$ cat src/rtl/fifo_wr_skid.sv
// Purpose: two-entry (main + skid) write-side register slice ahead of an async FIFO, with word/packet counters.
// Latency: a word accepted in cycle N drives winc/wdata in cycle N+1 when the skid entry is empty and wfull=0.
// Backpressure: s_ready is the inverted skid-valid flop; it falls one cycle after the skid entry fills.
module fifo_wr_skid #(
    parameter int DSIZE = 8,
    parameter int CNTW  = 16
) (
    input  logic             wclk,
    input  logic             wrst_n,
    input  logic             s_valid,
    output logic             s_ready,
    input  logic [DSIZE-1:0] s_data,
    input  logic             s_last,
    input  logic             wfull,
    output logic             winc,
    output logic [DSIZE-1:0] wdata,
    output logic [CNTW-1:0]  wr_words,
    output logic [CNTW-1:0]  wr_pkts,
    output logic             err_ovf
);

    localparam logic [CNTW-1:0] CNT_ONE = {{(CNTW-1){1'b0}}, 1'b1};

    // Main entry: the word currently offered to the FIFO.
    logic             out_valid_q, out_valid_d;
    logic [DSIZE-1:0] out_data_q,  out_data_d;
    logic             out_last_q,  out_last_d;

    // Skid entry: catches the one word accepted while main is stalled.
    logic             skid_valid_q, skid_valid_d;
    logic [DSIZE-1:0] skid_data_q,  skid_data_d;
    logic             skid_last_q,  skid_last_d;

    // Statistics and sticky error.
    logic [CNTW-1:0]  wr_words_q, wr_words_d;
    logic [CNTW-1:0]  wr_pkts_q,  wr_pkts_d;
    logic             err_ovf_q,  err_ovf_d;

    logic             accept;
    logic             pop;

    // Handshake terms; s_ready depends only on a flop so upstream sees no comb path from wfull.
    always_comb begin
        s_ready = ~skid_valid_q;
        accept  = s_valid & ~skid_valid_q;
        pop     = out_valid_q & ~wfull;
        winc    = pop;
        wdata   = out_data_q;
    end

    // Main/skid next-state: drain skid first, otherwise accept into whichever entry is free.
    always_comb begin
        out_valid_d  = out_valid_q;
        out_data_d   = out_data_q;
        out_last_d   = out_last_q;
        skid_valid_d = skid_valid_q;
        skid_data_d  = skid_data_q;
        skid_last_d  = skid_last_q;

        if (skid_valid_q) begin
            // s_ready is low here, so no new word can arrive; only a pop moves data.
            if (pop) begin
                out_data_d   = skid_data_q;
                out_last_d   = skid_last_q;
                out_valid_d  = 1'b1;
                skid_valid_d = 1'b0;
            end
        end else if (accept) begin
            if (out_valid_q && !pop) begin
                // Main is stuck this cycle: park the new word in skid.
                skid_data_d  = s_data;
                skid_last_d  = s_last;
                skid_valid_d = 1'b1;
            end else begin
                // Main is empty or emptying: new word goes straight to main.
                out_data_d   = s_data;
                out_last_d   = s_last;
                out_valid_d  = 1'b1;
            end
        end else if (pop) begin
            out_valid_d = 1'b0;
        end
    end

    // Counters advance on each word handed to the FIFO; wrap naturally at 2^CNTW.
    always_comb begin
        wr_words_d = wr_words_q;
        wr_pkts_d  = wr_pkts_q;
        if (pop) begin
            wr_words_d = wr_words_q + CNT_ONE;
            if (out_last_q) begin
                wr_pkts_d = wr_pkts_q + CNT_ONE;
            end
        end
        // pop already masks wfull, so this only fires if that gating is ever broken.
        err_ovf_d = err_ovf_q | (winc & wfull);
    end

    // Control and counter flops, cleared asynchronously so held words are discarded on reset.
    always_ff @(posedge wclk or negedge wrst_n) begin
        if (!wrst_n) begin
            out_valid_q  <= 1'b0;
            skid_valid_q <= 1'b0;
            wr_words_q   <= '0;
            wr_pkts_q    <= '0;
            err_ovf_q    <= 1'b0;
        end else begin
            out_valid_q  <= out_valid_d;
            skid_valid_q <= skid_valid_d;
            wr_words_q   <= wr_words_d;
            wr_pkts_q    <= wr_pkts_d;
            err_ovf_q    <= err_ovf_d;
        end
    end

    // Data flops carry no reset; their contents are qualified by the valid flags.
    always_ff @(posedge wclk) begin
        out_data_q  <= out_data_d;
        out_last_q  <= out_last_d;
        skid_data_q <= skid_data_d;
        skid_last_q <= skid_last_d;
    end

    assign wr_words = wr_words_q;
    assign wr_pkts  = wr_pkts_q;
    assign err_ovf  = err_ovf_q;

endmodule

$ cat config.mk
export PLATFORM = sky130hd
export DESIGN_NAME = fifo_wr_skid
export DESIGN_NICKNAME = d
export VERILOG_FILES = /design/src/rtl/fifo_wr_skid.sv
export SDC_FILE = /design/constraint.sdc
export NUM_CORES = 1
export LEC_CHECK = 0
export CORE_ASPECT_RATIO = 0.75
export CORE_UTILIZATION = 48
export CTS_CLUSTER_DIAMETER = 100
export DETAILED_ROUTE_END_ITERATION = 12
export GPL_TIMING_DRIVEN = 0
export HOLD_SLACK_MARGIN = 0.02
export PLACE_DENSITY = 0.79
export SYNTH_ARGS = -nofsm -noshare
export SYNTH_HDL_FRONTEND = slang
export SYNTH_SLANG_ARGS = --single-unit
export TNS_END_PERCENT = 30
$ cat constraint.sdc
create_clock -name wclk -period 2.2 [get_ports wclk]
set_input_delay 0.33 -clock wclk [delete_from_list [all_inputs] [get_ports wclk]]
set_output_delay 0.33 -clock wclk [all_outputs]
set_load 0.01 [all_outputs]
[Word level (Yosys, flattened, before mapping)]
Index checks and enable logic that the tools add are counted.
W data, S select, Z words.
Storage, ports and cells
  register bits: 53
  input port bits: 13
  output and inout port bits: 43
Cells by class
  add/subtract/negate cells: 2
  equal/unequal tests: 3
  multiplexer cells: 17
  bitwise gates (word level): 6
  reduce and logical (&&, ||, !) cells: 8
Operators with widths (count)
  $add A16 B1 Y16 const B: 2
  $mux W8: 4
  $mux W1: 13
  $reduce_and A3 Y1: 3
  $ne A2 B2 Y1 const B: 2
  $reduce_bool A2 Y1: 2
  $and A1 B1 Y1: 3
  $ne A3 B3 Y1 const B: 1
  $not A1 Y1: 2
  $reduce_and A2 Y1: 1
  $logic_and A1 B1 Y1: 1
  $logic_not A1 Y1: 1
  $or A1 B1 Y1: 1

[Longest topological paths before layout]
Gate-level depths: netlist of run 1.
  word-level depth: 7
  mapped depth: 5

[Worst setup path before layout of run 1]
OpenSTA, ideal clock, no wires.
  path kind: register -> register
  from: register skid_valid_q
  to: register out_last_q, enable pin
  library setup time: 0.378 ns
  arrival: 1.297 ns
  setup slack: 0.525 ns
  stages on the path, launching flop included: 4
  period minus slack after synthesis: 1.675 ns
  path through: dfrtp_1 > buf_1 > a21oi_1 > a21oi_1
Between the ends
  word-level cells in the longest chain between the ends: 4
Ends and longest elaborated chain
  start, declared: RTL line 30  | logic skid_valid_q, skid_valid_d;
  start signal, assigned: RTL line 109  | skid_valid_q <= skid_valid_d;
  $not A1 Y1 (no line)
  $and A1 B1 Y1: RTL line 45  | accept = s_valid & ~skid_valid_q;
  $reduce_bool A2 Y1 (no line)
  $reduce_and A3 Y1 (no line) (*)
  end signal, assigned: RTL line 119  | out_last_q <= out_last_d;
  end, declared: RTL line 27  | logic out_last_q, out_last_d;
Every way passes the cells marked *; elsewhere a longest branch is shown, timed or not.
A chain may end at the register's enable or synchronous reset.

[Worst setup path in the final report of run 1]
  from: input port wfull
  to: output port winc
Between the ends
  word-level cells in the longest chain between the ends: 2
Ends and longest elaborated chain
  start, declared: RTL line 14  | input logic wfull,
  $not A1 Y1: RTL line 46  | pop = out_valid_q & ~wfull;
  $and A1 B1 Y1: RTL line 46
  end, declared: RTL line 15  | output logic winc,
No other way between the ends.

==> results.txt, run 1 <==
Core Rows -> 20
clk buf depth -> 2
CTS Root Cell -> clkbuf_8
global-route wire length before repair -> 7180 um
Worst-Margin Slew -> 0.770 ns
#FFs+latches synth -> 53
I/O Buffers -> 55
1st-pass router iterations -> 6
Final Wtd Congestion -> 0.794
Flop pwr share -> 0.511
Skew-Pair Late Insertion Delay -> 0.30 ns
Finish-stage setup viols -> 0
Sw Share -> 0.315
area of the multi-input gates -> 769 um2
Reg clk slew, reported paths -> 0.09 ns
Peak VDD IR -> 691 uV
final number of hold-violating endpoints -> 0
H-tree Lvls -> 2
syn_area_per_cell -> 13.8 um2
final setup TNS -> 0 ns
startpoint types -> primary input
I/O pin cnt -> 56
PD cells -> 987 nW/um2
internal cell power -> 1.96 mW
fin crit period -> 2.05 ns
Synth Cell Area -> 2200 um2
Post-Syn Nets -> 175
largest net degree at the start of global routing -> 36
vias in the first global route -> 1477
buffers and inverters on the worst path -> 3
cell area after layout -> 2900 um2
register area share after synthesis -> 0.644
crit-path most repeated cell -> clkdlybuf4s50_1
Initial DRC Count -> 53
die height -> 60.6 um
worst hold path class -> primary input to async pin
via count -> 1428
Final period util -> 0.931
Fillers -> 311
Fmax -> 0.488 GHz
Psw -> 0.902 mW
CP max stage delay -> 0.55 ns
Clk pwr share -> 0.184
P&R area growth vs syn -> 31.9%
die area -> 4860 um2
yosys warns -> 0
slew margin rel. -> 0.487
status -> completed
Slew Viols, Final -> 0
Worst Skew -> 0.00430 ns
ANT cells -> 0
unrepaired setup endpoints after global routing -> false
Sink Count -> 53
Static Leak -> 1.18 nW
TritonCTS buffer count -> 5
CP cell instances -> clkdlybuf4s50_1 > nor2b_1 > buf_4 > clkdlybuf4s50_1
gr ovfl total -> 0
Synth cell types -> 27
Total GRT Usage -> 0.204
Routed Antenna Nets -> 0
Post-Route WL -> 4170 um
Placed Area -> 2820 um2
antenna violations before repair -> 0
Avg Vias per Cell -> 5.14
layout cells sized above 1 -> 0.121
CTS tree -> done
nets@finish -> 237
register area -> 1420 um2
Crit Path Class -> primary input to primary output
post-CTS setup buffer count -> 0
Initial Util -> 0.520
Core Region -> 4230 um2
CP Capture Type -> primary output
Arr. time, crit path -> 1.72 ns
max-cap violations -> 0
Post-route DRC -> 0
Worst EP required -> 1.87 ns
Comb pwr share -> 0.305
DP HPWL -> 3050 um
die width -> 80.2 um
WL/cell -> 15.0 um
CP delay by family, top -> buffers and inverters
Syn Inst Count -> 160
Max Fanout on Critical Path -> 10
CP max stage cell -> clkdlybuf4s50_1
-- worst register-to-register path: stages (launching register included) --
cell and delay [ns]:
dfrtp_1 0.40, clkbuf_2 0.29, a21oi_1 0.13, a21oi_2 0.42
-- final cells by class --
cell class                 instances  share of cell area
inverter                           1             0.00129
timing repair buffer              55               0.188
buffer                             3             0.00560
multi-input combinational        103               0.265
clock buffer                       6              0.0250
clock inverter                     2             0.00345
tap                               55              0.0237
sequential                        53               0.488
-- cell families after synthesis --
logic type / share of synthesized area
adders and majority gates: 0.0114
muxes: 0.0563
AOI/OAI and AO/OA: 0.0102
and+or+nand+nor: 0.151
xor gates and xnor gates: 0.119
DFF: 0.644
buffers and inverters: 0.00852
-- power groups by stage --
stage	Sequential (mW)	Clock, mW	Combinational [mW]
4_1_cts	1.46	0.538	0.883
5_1_grt	1.49	0.584	0.953
6_report	1.46	0.526	0.875
3_5_place_dp	1.48	0	0.873
2_1_floorplan	1.51	0	0.358
3_3_place_gp	1.46	0	0.849
-- flip-flops by register name, indices dropped and copies added, names as in the netlist --
register	count
err_ovf	1
out_last_q	1
out_valid_q	1
wdata	8
wr_words	16
skid_last_q	1
skid_valid_q	1
skid_data_q	8
wr_pkts	16
-- final timing paths --
kind,to,slack (ns),cells past startpoint,startpoint
min in group wclk,err_ovf,0.47,1,err_ovf
max in group asynchronous,out_valid_q,1.61,1,wrst_n
min reg2reg,err_ovf,0.47,1,err_ovf
max,winc,0.15,4,wfull
min,wr_pkts[8],0.09,1,wrst_n
max reg2reg,wdata[3],0.61,3,skid_valid_q
-- cell usage in the layout (no fill, tap or decap), drive strengths merged --
master         Yosys  routed
ha                 2       2
xnor2             21      21
buf                2       2
nand2             15      15
a21oi              2       2
dfrtp             35      35
o21ai              1       1
nand4              4       4
and4               3       3
nand3             12      12
clkdlybuf4s50      0      54
nor2b              2       2
o21bai             1       1
mux2              11      11
nor2               4       4
nand4b             2       2
nand2b             1       1
clkbuf             1       8
clkinv             0       2
xor2               9       9
nor3               5       5
inv                1       1
and3               7       7
nor4               1       1
edfxtp            18      18
-- metal layers --
layer,part of all wire,GRT usage,vias to the layer above
li1,-,-,691
met2,0.47,0.326,34
met1,0.48,0.284,699
met5,0,0,-
met4,0.0069,0.0663,0
met3,0.038,0.0451,4
-- metrics by stage --
| stage | setup WS (ns) | power [mW] | hold slack, ns | cells | utilization |
|---|---|---|---|---|---|
| final | 0.151 | 2.87 | 0.0948 | 278 | 0.686 |
| after global routing | 0.0778 | 3.03 | 0.153 | 278 | 0.686 |
| after CTS | 0.0544 | 2.88 | 0.112 | 278 | 0.685 |
| after detailed placement | 0.0583 | 2.35 | 0.445 | 270 | 0.666 |
| after global placement | 0.0869 | 2.31 | 0.442 | 270 | 0.667 |
| after floorplan | 0.525 | 1.87 | 0.0344 | 160 | - |
-- cells in the mapped netlist --
library cell,n,area (um2)
ha_1,2,25.0
nand4_1,3,18.8
inv_1,1,3.75
nand3_1,12,60.1
xnor2_1,21,184
nand2_1,15,56.3
and3_1,7,43.8
nand2b_1,1,6.26
nor3_2,2,20.0
nand4b_2,1,15.0
dfrtp_1,35,876
nor2_1,4,15.0
nand4b_1,1,8.76
nand4_4,1,21.3
buf_1,1,3.75
xor2_1,9,78.8
a21oi_1,2,10.0
mux2_2,11,124
o21ai_0,1,5.00
and4_1,3,26.3
nor4_2,1,12.5
edfxtp_1,18,541
nor3_1,3,15.0
clkbuf_1,1,3.75
o21bai_1,1,7.51
nor2b_1,2,12.5
buf_4,1,7.51
-- timing repair --
item / 4_1_cts / 5_1_grt
endpoints found under the setup margin: 0 / 10
hold buffers: 0 / 0
resized for setup: 0 / 2
No activity file was read; power rests on OpenSTA's default activity.
==> inputs of run 2 (changes only) <==
--- a/config.mk
+++ b/config.mk
@@ -9,7 +9,7 @@
 export CORE_UTILIZATION = 48
 export CTS_CLUSTER_DIAMETER = 100
 export DETAILED_ROUTE_END_ITERATION = 12
-export GPL_TIMING_DRIVEN = 0
+export GPL_TIMING_DRIVEN = 1
 export HOLD_SLACK_MARGIN = 0.02
 export PLACE_DENSITY = 0.79
 export SYNTH_ARGS = -nofsm -noshare
==> run 2 against run 1 <==
Global-route usage shrank 1.5 points. Via count grew 0.49%. Wire length down 1.3%. Worst hold slack better by 0.29 ns. Non-clock buffer count is the same. Register-to-register slack got worse by 0.09 ns. Utilization increased by 1.5 points.
==> results.txt, run 2 (same netlist as run 1, synthesis figures left out) <==
I/O pin cnt -> 56
Static Leak -> 1.21 nW
die area -> 4860 um2
CTS tree -> done
final number of hold-violating endpoints -> 0
largest net degree at the start of global routing -> 36
internal cell power -> 2.20 mW
PD cells -> 1050 nW/um2
Post-Route WL -> 4120 um
Slew Viols, Final -> 0
CTS Hold Bufs -> 0
Sw Share -> 0.294
Total GRT Usage -> 0.189
Worst-Margin Slew -> 0.503 ns
Tot Pwr -> 3.12 mW
Peak VDD IR -> 789 uV
ANT cells -> 0
clk buf depth -> 2
Routed Antenna Nets -> 0
WL/cell -> 14.8 um
Initial Util -> 0.520
die width -> 80.2 um
worst hold path class -> register to register
Reg2Reg Setup Slack -> 0.52 ns
Psw -> 0.920 mW
most frequent cells in the layout -> clkdlybuf4s50_1, dfrtp_1, xnor2_1, edfxtp_1, nand2_1
layout cells sized above 1 -> 0.121
Initial DRC Count -> 44
Flop pwr share -> 0.479
startpoint types -> register
antenna violations before repair -> 0
status -> completed
nets@finish -> 237
final setup TNS -> 0 ns
Comb pwr share -> 0.273
Fmax -> 0.524 GHz
most common cell after layout, fill and taps aside -> clkdlybuf4s50_1
final setup margin -> 0.293 ns
Skew-Pair Late Insertion Delay -> 0.30 ns
Resized Gates After CTS -> 0
gr ovfl total -> 0
Setup WS pre-CTS -> 0.232 ns
CP Capture Type -> primary output
post-CTS setup buffer count -> 0
Worst EP required -> 1.87 ns
Final period util -> 0.867
Crit Path Class -> register to primary output
Core Region -> 4230 um2
Fillers -> 284
P&R area growth vs syn -> 34.7%
via count -> 1435
Reg clk slew, reported paths -> 0.09 ns
1st-pass router iterations -> 4
slew margin rel. -> 0.664
global-route wire length before repair -> 6840 um
unrepaired setup endpoints after global routing -> false
TritonCTS buffer count -> 5
Finish-stage setup viols -> 0
Post-route DRC -> 0
Worst Skew -> 0.00896 ns
Arr. time, crit path -> 1.58 ns
max-cap violations -> 0
Final Wtd Congestion -> 0.784
Clk pwr share -> 0.248
Core Rows -> 20
die height -> 60.6 um
CTS Root Cell -> clkbuf_8
H-tree Lvls -> 2
I/O Buffers -> 55
fin crit period -> 1.91 ns
Max Fanout on Critical Path -> 13
Sink Count -> 53
Avg Vias per Cell -> 5.16
DP HPWL -> 3040 um
vias in the first global route -> 1482
[run 2: layer usage]
| metal | GRT usage | wire, um | vias to the layer above |
|---|---|---|---|
| met1 | 0.264 | 1990 | 693 |
| met3 | 0.0376 | 198 | 5 |
| met4 | 0.0612 | 41 | 0 |
| met2 | 0.305 | 1880 | 49 |
| li1 | - | - | 688 |
| met5 | 0 | 0 | - |
[run 2: area by class of cell]
type,instances,area [um2],share of cell area
Tap cell,55,68.8,0.0232
Clock inverter,3,68.8,0.0232
Sequential cell,53,1420,0.478
Clock buffer,5,68.8,0.0232
Timing Repair Buffer,58,573,0.193
Multi-Input combinational cell,103,766,0.258
Inverter,1,3.75,0.00127
[run 2: worst max-delay path, cell delays in order (launching register included)]
cell and delay, ns:
dfrtp_1 0.67, inv_1 0.11, clkdlybuf4s50_1 0.50
[run 2: path summary, 6_finish.rpt]
kind	start	cells after the start	endpoint
max	skid_valid_q	2	s_ready
min in group asynchronous	wrst_n	2	wr_pkts[8]
max in group asynchronous	wrst_n	2	wr_words[5]
max reg2reg	skid_valid_q	2	skid_data_q[1]
min	err_ovf	0	err_ovf
min reg2reg	err_ovf	0	err_ovf
[run 2: power groups by stage]
stage | logic (mW) | clock network, mW | registers (mW)
after floorplan | 0.358 | 0 | 1.51
after global placement | 0.831 | 0 | 1.49
after detailed placement | 0.856 | 0 | 1.51
after CTS | 0.862 | 0.791 | 1.50
after global routing | 0.915 | 0.829 | 1.53
final | 0.853 | 0.775 | 1.50
[run 2: stage by stage]
step / utilization / cells / cell area (um2) / hold WS [ns]
2_1_floorplan: - / 160 / 2200 / 0.0344
3_3_place_gp: 0.669 / 270 / 2830 / 0.364
3_5_place_dp: 0.669 / 270 / 2830 / 0.370
4_1_cts: 0.701 / 278 / 2970 / 0.393
5_1_grt: 0.701 / 278 / 2970 / 0.415
6_report: 0.701 / 278 / 2970 / 0.388
